$ cat src/rtl/xup_gate5_tester.sv
//------------------------------------------------------------------------------
// Module  : xup_gate5_tester
// Brief   : Exhaustive stimulus/response checker for 5-input XUP gate cells.
// Revision: 1.0 - initial release
//------------------------------------------------------------------------------
`timescale 1ns/1ps
`default_nettype none

module xup_gate5_tester #(
    parameter int GATE_TYPE = 1,
    parameter int SETTLE    = 4
) (
    input  logic       clk,
    input  logic       reset_n,
    input  logic       start,
    output logic       a,
    output logic       b,
    output logic       c,
    output logic       d,
    output logic       e,
    input  logic       y,
    output logic       busy,
    output logic       done,
    output logic       pass,
    output logic [5:0] err_count,
    output logic       fail_seen,
    output logic [4:0] first_fail
);

    localparam logic [1:0] C_S_IDLE = 2'd0;
    localparam logic [1:0] C_S_RUN  = 2'd1;
    localparam logic [1:0] C_S_DONE = 2'd2;

    localparam logic [7:0] C_RELOAD   = 8'(SETTLE - 1);
    localparam logic [4:0] C_LAST_VEC = 5'd31;

    logic [1:0] r_state;
    logic [4:0] r_vec;
    logic [7:0] r_cnt;
    logic       r_busy;
    logic       r_done;
    logic       r_pass;
    logic [5:0] r_err_count;
    logic       r_fail_seen;
    logic [4:0] r_first_fail;

    logic       w_expected;
    logic       w_mismatch;
    logic [5:0] w_err_next;

    // Reference function fixed at elaboration; codes 6..7 fall back to NAND.
    generate
        if (GATE_TYPE == 0) begin : g_and
            assign w_expected = &r_vec;
        end else if (GATE_TYPE == 2) begin : g_or
            assign w_expected = |r_vec;
        end else if (GATE_TYPE == 3) begin : g_nor
            assign w_expected = ~|r_vec;
        end else if (GATE_TYPE == 4) begin : g_xor
            assign w_expected = ^r_vec;
        end else if (GATE_TYPE == 5) begin : g_xnor
            assign w_expected = ~^r_vec;
        end else begin : g_nand
            assign w_expected = ~&r_vec;
        end
    endgenerate

    assign w_mismatch = (y != w_expected);
    // Includes the current sample so pass reflects the vector-31 result.
    assign w_err_next = r_err_count + {5'd0, w_mismatch};

    always_ff @(posedge clk or negedge reset_n) begin
        if (!reset_n) begin
            r_state      <= C_S_IDLE;
            r_vec        <= 5'd0;
            r_cnt        <= 8'd0;
            r_busy       <= 1'b0;
            r_done       <= 1'b0;
            r_pass       <= 1'b0;
            r_err_count  <= 6'd0;
            r_fail_seen  <= 1'b0;
            r_first_fail <= 5'd0;
        end else begin
            case (r_state)
                C_S_IDLE, C_S_DONE: begin
                    if (start) begin
                        r_state      <= C_S_RUN;
                        r_vec        <= 5'd0;
                        r_cnt        <= C_RELOAD;
                        r_busy       <= 1'b1;
                        r_done       <= 1'b0;
                        r_pass       <= 1'b0;
                        r_err_count  <= 6'd0;
                        r_fail_seen  <= 1'b0;
                        r_first_fail <= 5'd0;
                    end
                end
                C_S_RUN: begin
                    if (r_cnt != 8'd0) begin
                        r_cnt <= r_cnt - 8'd1;
                    end else begin
                        if (w_mismatch) begin
                            r_err_count <= w_err_next;
                            if (!r_fail_seen) begin
                                r_fail_seen  <= 1'b1;
                                r_first_fail <= r_vec;
                            end
                        end
                        if (r_vec == C_LAST_VEC) begin
                            r_state <= C_S_DONE;
                            r_busy  <= 1'b0;
                            r_done  <= 1'b1;
                            r_pass  <= (w_err_next == 6'd0);
                            r_vec   <= 5'd0;
                        end else begin
                            r_vec <= r_vec + 5'd1;
                            r_cnt <= C_RELOAD;
                        end
                    end
                end
                default: begin
                    r_state <= C_S_IDLE;
                end
            endcase
        end
    end

    assign a          = r_vec[4];
    assign b          = r_vec[3];
    assign c          = r_vec[2];
    assign d          = r_vec[1];
    assign e          = r_vec[0];
    assign busy       = r_busy;
    assign done       = r_done;
    assign pass       = r_pass;
    assign err_count  = r_err_count;
    assign fail_seen  = r_fail_seen;
    assign first_fail = r_first_fail;

endmodule

`default_nettype wire

$ cat config.mk
export PLATFORM = sky130hd
export DESIGN_NAME = xup_gate5_tester
export DESIGN_NICKNAME = d
export VERILOG_FILES = /design/src/rtl/xup_gate5_tester.sv
export SDC_FILE = /design/constraint.sdc
export NUM_CORES = 1
export LEC_CHECK = 0
export ABC_AREA = 1
export CAP_MARGIN = 30
export CORE_MARGIN = 2
export CORE_UTILIZATION = 54
export DETAILED_ROUTE_END_ITERATION = 10
export GPL_ROUTABILITY_DRIVEN = 1
export PLACE_DENSITY = 0.81
export REMOVE_ABC_BUFFERS = 1
export SLEW_MARGIN = 20
export SYNTH_ARGS = -nofsm -noshare
export SYNTH_HDL_FRONTEND = slang
export SYNTH_SLANG_ARGS = --single-unit
export TNS_END_PERCENT = 30
$ cat constraint.sdc
create_clock -name clk -period 3.1 [get_ports clk]
set_clock_uncertainty 0.15 [all_clocks]
set_input_delay 0.62 -clock clk [delete_from_list [all_inputs] [get_ports clk]]
set_output_delay 0.62 -clock clk [all_outputs]
set_load 0.1 [all_outputs]
==> results.json <==
{
  "run_status": "complete, no violations",
  "period_minus_slack_ps": 2720,
  "arrival_ps": 2850,
  "io_buffer_count": 23,
  "cp_cell_sequence": "ha_1 > nand2_1 > nor2_1 > ha_1 > inv_1 > nand2_1 > nand2_1 > inv_1 > ha_1 > ha_1 > or2_2 > nor2_1 > nand2_1 > nor2_1 > nand3_1 > nand2_1",
  "maxCapViolations": 0,
  "hpwl_mm": 2.48,
  "area_growth_pct": 16.8,
  "syn_area_sq_um": 1710,
  "finalSetupTns_ps": 0,
  "cp_top_family": "adder cells",
  "ios": 24,
  "fmax_ghz": 0.368,
  "layout-drive-gt1-share_pct": 16.9,
  "worst-setup-path-type": "flip-flop to flip-flop",
  "core-area_sq_um": 3030,
  "synthSimpleGateAreaFrac_pct": 39.9,
  "synth_compound_area_share_pct": 3.29,
  "crit_path_start_kind": "flip-flop",
  "yosys.area.top_type": "dfrtp_1",
  "diodes": 0,
  "die_w_um": 60.3,
  "grt_max_degree": 31,
  "gr-total-overflow": 0,
  "grt_pass1_vias": 1336,
  "worstMarginPinSlew_ps": 388,
  "routed_wl_mm": 3.30,
  "required_ps": 3230,
  "htreeDepth": 2,
  "wl_per_cell_um": 10.8,
  "cts_setup_buffers": 0,
  "synth_top_family_by_area": "simple AND/OR/NAND/NOR gates",
  "muxShareOfSynthArea_pct": 0,
  "antenna_found_initial": 0,
  "rsz0062_at_grt": "false",
  "yosys.area_share.adder_pct": 4.39,
  "numCtsBuffers": 5,
  "first_pass_iters": 4,
  "grt_use_total_pct": 20.8,
  "synth_xor_area_share_pct": 0.512,
  "yosys_warnings": 0,
  "placed_cell_area_sq_um": 1940,
  "timing_hold_violations_final": 0,
  "dp_slack_ps": 397,
  "clkLatencyLatePin_ps": 330,
  "nNetsFinal": 269,
  "fin_cells": 304,
  "cts_buffer_depth": 2,
  "via_per_inst": 4.98,
  "clk_root_buffer_cell": "clkbuf_4",
  "drc": 0,
  "p_leak_nw": 1.10,
  "dp_cells": 296,
  "cp_slowest_cell": "dfrtp_1",
  "avgSynthCellArea_sq_um": 7.43,
  "clk_pin_slew_ps": 100,
  "cts_sinks": 30,
  "synth-seq-cells": 30,
  "setup_violations": 0,
  "p_per_area_nw_per_um2": 719,
  "seq_area_frac_synth_pct": 43.9,
  "dr_total_vias": 1515,
  "max_slew_margin_pct": 74.0,
  "path_buf_inv": 2,
  "ant_nets": 0,
  "end_kind": "flip-flop",
  "final_max_slew_viol_count": 0,
  "cts_tree": "yes",
  "syn_inst": 230,
  "cpMostUsedCell": "nand2_1",
  "fill_cells": 280,
  "drt_iter0_drc": 88,
  "min_path_type": "flip-flop to flip-flop",
  "yosys.area.top_type_share_pct": 43.9,
  "grt_pass1_wl_mm": 5.64,
  "cp_max_fo": 6,
  "finalWorstSetupSlack_ps": 383,
  "finalCritPeriodShare_pct": 87.6,
  "critPathMaxStageDelay_ps": 450,
  "synth.distinct_cells": 23,
  "num_rows": 20,
  "synth_area_leaders": "dfrtp_1 44%, nand2_1 19%, inv_1 6.6%",
  "start_util_pct": 56.4,
  "gp_congestion": 0.837,
  "ir_worst_vdd_v": 0.000537,
  "post_cts_resized": 0,
  "dieArea_sq_um": 3630,
  "hold_buffers": 0,
  "fin_area_sq_um": 2000,
  "fp.dieH_um": 60.3
}
## layout make-up
cell class              count  area [sq um]  area share, %
inverters                  32           120           6.02
well taps                  44          55.1           2.76
clock buffers               7          55.1           2.76
flip-flops and latches     30           751           37.6
multi-input cells         166           822           41.2
repair buffers             24           188           9.40
clock inverters             1          5.00          0.251
## layout by cell type, fill, tap and decap left out, types with 2 or more instances in the layout
cell type and n:
nor2_1 21, clkbuf_4 5, nand2_2 3, o21ai_0 6, ha_1 6, inv_2 2, nand2_1 88, nor2_4 2
buf_4 21, nand4_1 15, nand3_2 4, or2_2 2, inv_1 30, dfrtp_1 30, clkdlybuf4s50_1 3, nand3_1 11
## cell usage after synthesis (all sizes together)
master,n
a21oi,1
buf,2
dfrtp,30
ha,6
inv,32
nand2,92
nand3,15
nand3b,1
nand4,15
nor2,24
nor3,1
o21ai,8
or2,2
xor2,1
## worst paths after layout
check                                     startpoint                        end  slack [ps]  depth (start not counted)
setup / recovery                r_vec[1]$_DFFE_PN0P_           pass$_DFFE_PN0P_         380                         16
max in group asynchronous                    reset_n  first_fail[4]$_DFFE_PN0P_        2010                          2
hold reg to reg            first_fail[1]$_DFFE_PN0P_  first_fail[1]$_DFFE_PN0P_         330                          2
min in group asynchronous                    reset_n   err_count[1]$_DFFE_PN0P_         510                          2
setup reg to reg                r_vec[1]$_DFFE_PN0P_           pass$_DFFE_PN0P_         380                         16
hold / removal             first_fail[1]$_DFFE_PN0P_  first_fail[1]$_DFFE_PN0P_         330                          2
## routing by layer
metal	vias to the layer above	track usage, %	wire length (um)
met1	693	29.0	1640
met2	35	30.9	1450
met4	0	6.98	41
li1	782	-	-
met5	-	0	0
met3	5	6.06	162
## flip-flops by register name (all words and copies together), names as in the netlist
name	cells
err_count	6
first_fail	5
pass	1
r_vec	5
done	1
busy	1
r_state	2
fail_seen	1
r_cnt	8
## report_power, final
group | internal (mW) | switching [mW]
combinational | 0.176 | 0.455
clock | 0.110 | 0.131
sequential | 0.477 | 0.0864
total | 0.763 | 0.673
## tightest hold or removal path: cells and delay by family, from the launching register on
kind / cells / cell delay, ps
flops: 1 / 350
simple gates: 2 / 100
## logic make-up (layout without fill, tap and decap cells)
family,count (synthesis),in the layout
fa+ha+maj,6,6
compound gates,9,9
buf+inv,34,64
xor+xnor,1,1
simple gates,150,150
flops,30,30
## stage by stage
| step | power (mW) | util [%] | hold WS, ps |
|---|---|---|---|
| final | 1.44 | 65.9 | 332 |
| after global routing | 1.55 | 65.9 | 356 |
| after CTS | 1.45 | 65.9 | 337 |
| after detailed placement | 1.20 | 63.9 | 315 |
| after global placement | 1.19 | 63.9 | 310 |
| after floorplan | 1.07 | - | 174 |
(Power assumes the default switching activity.)
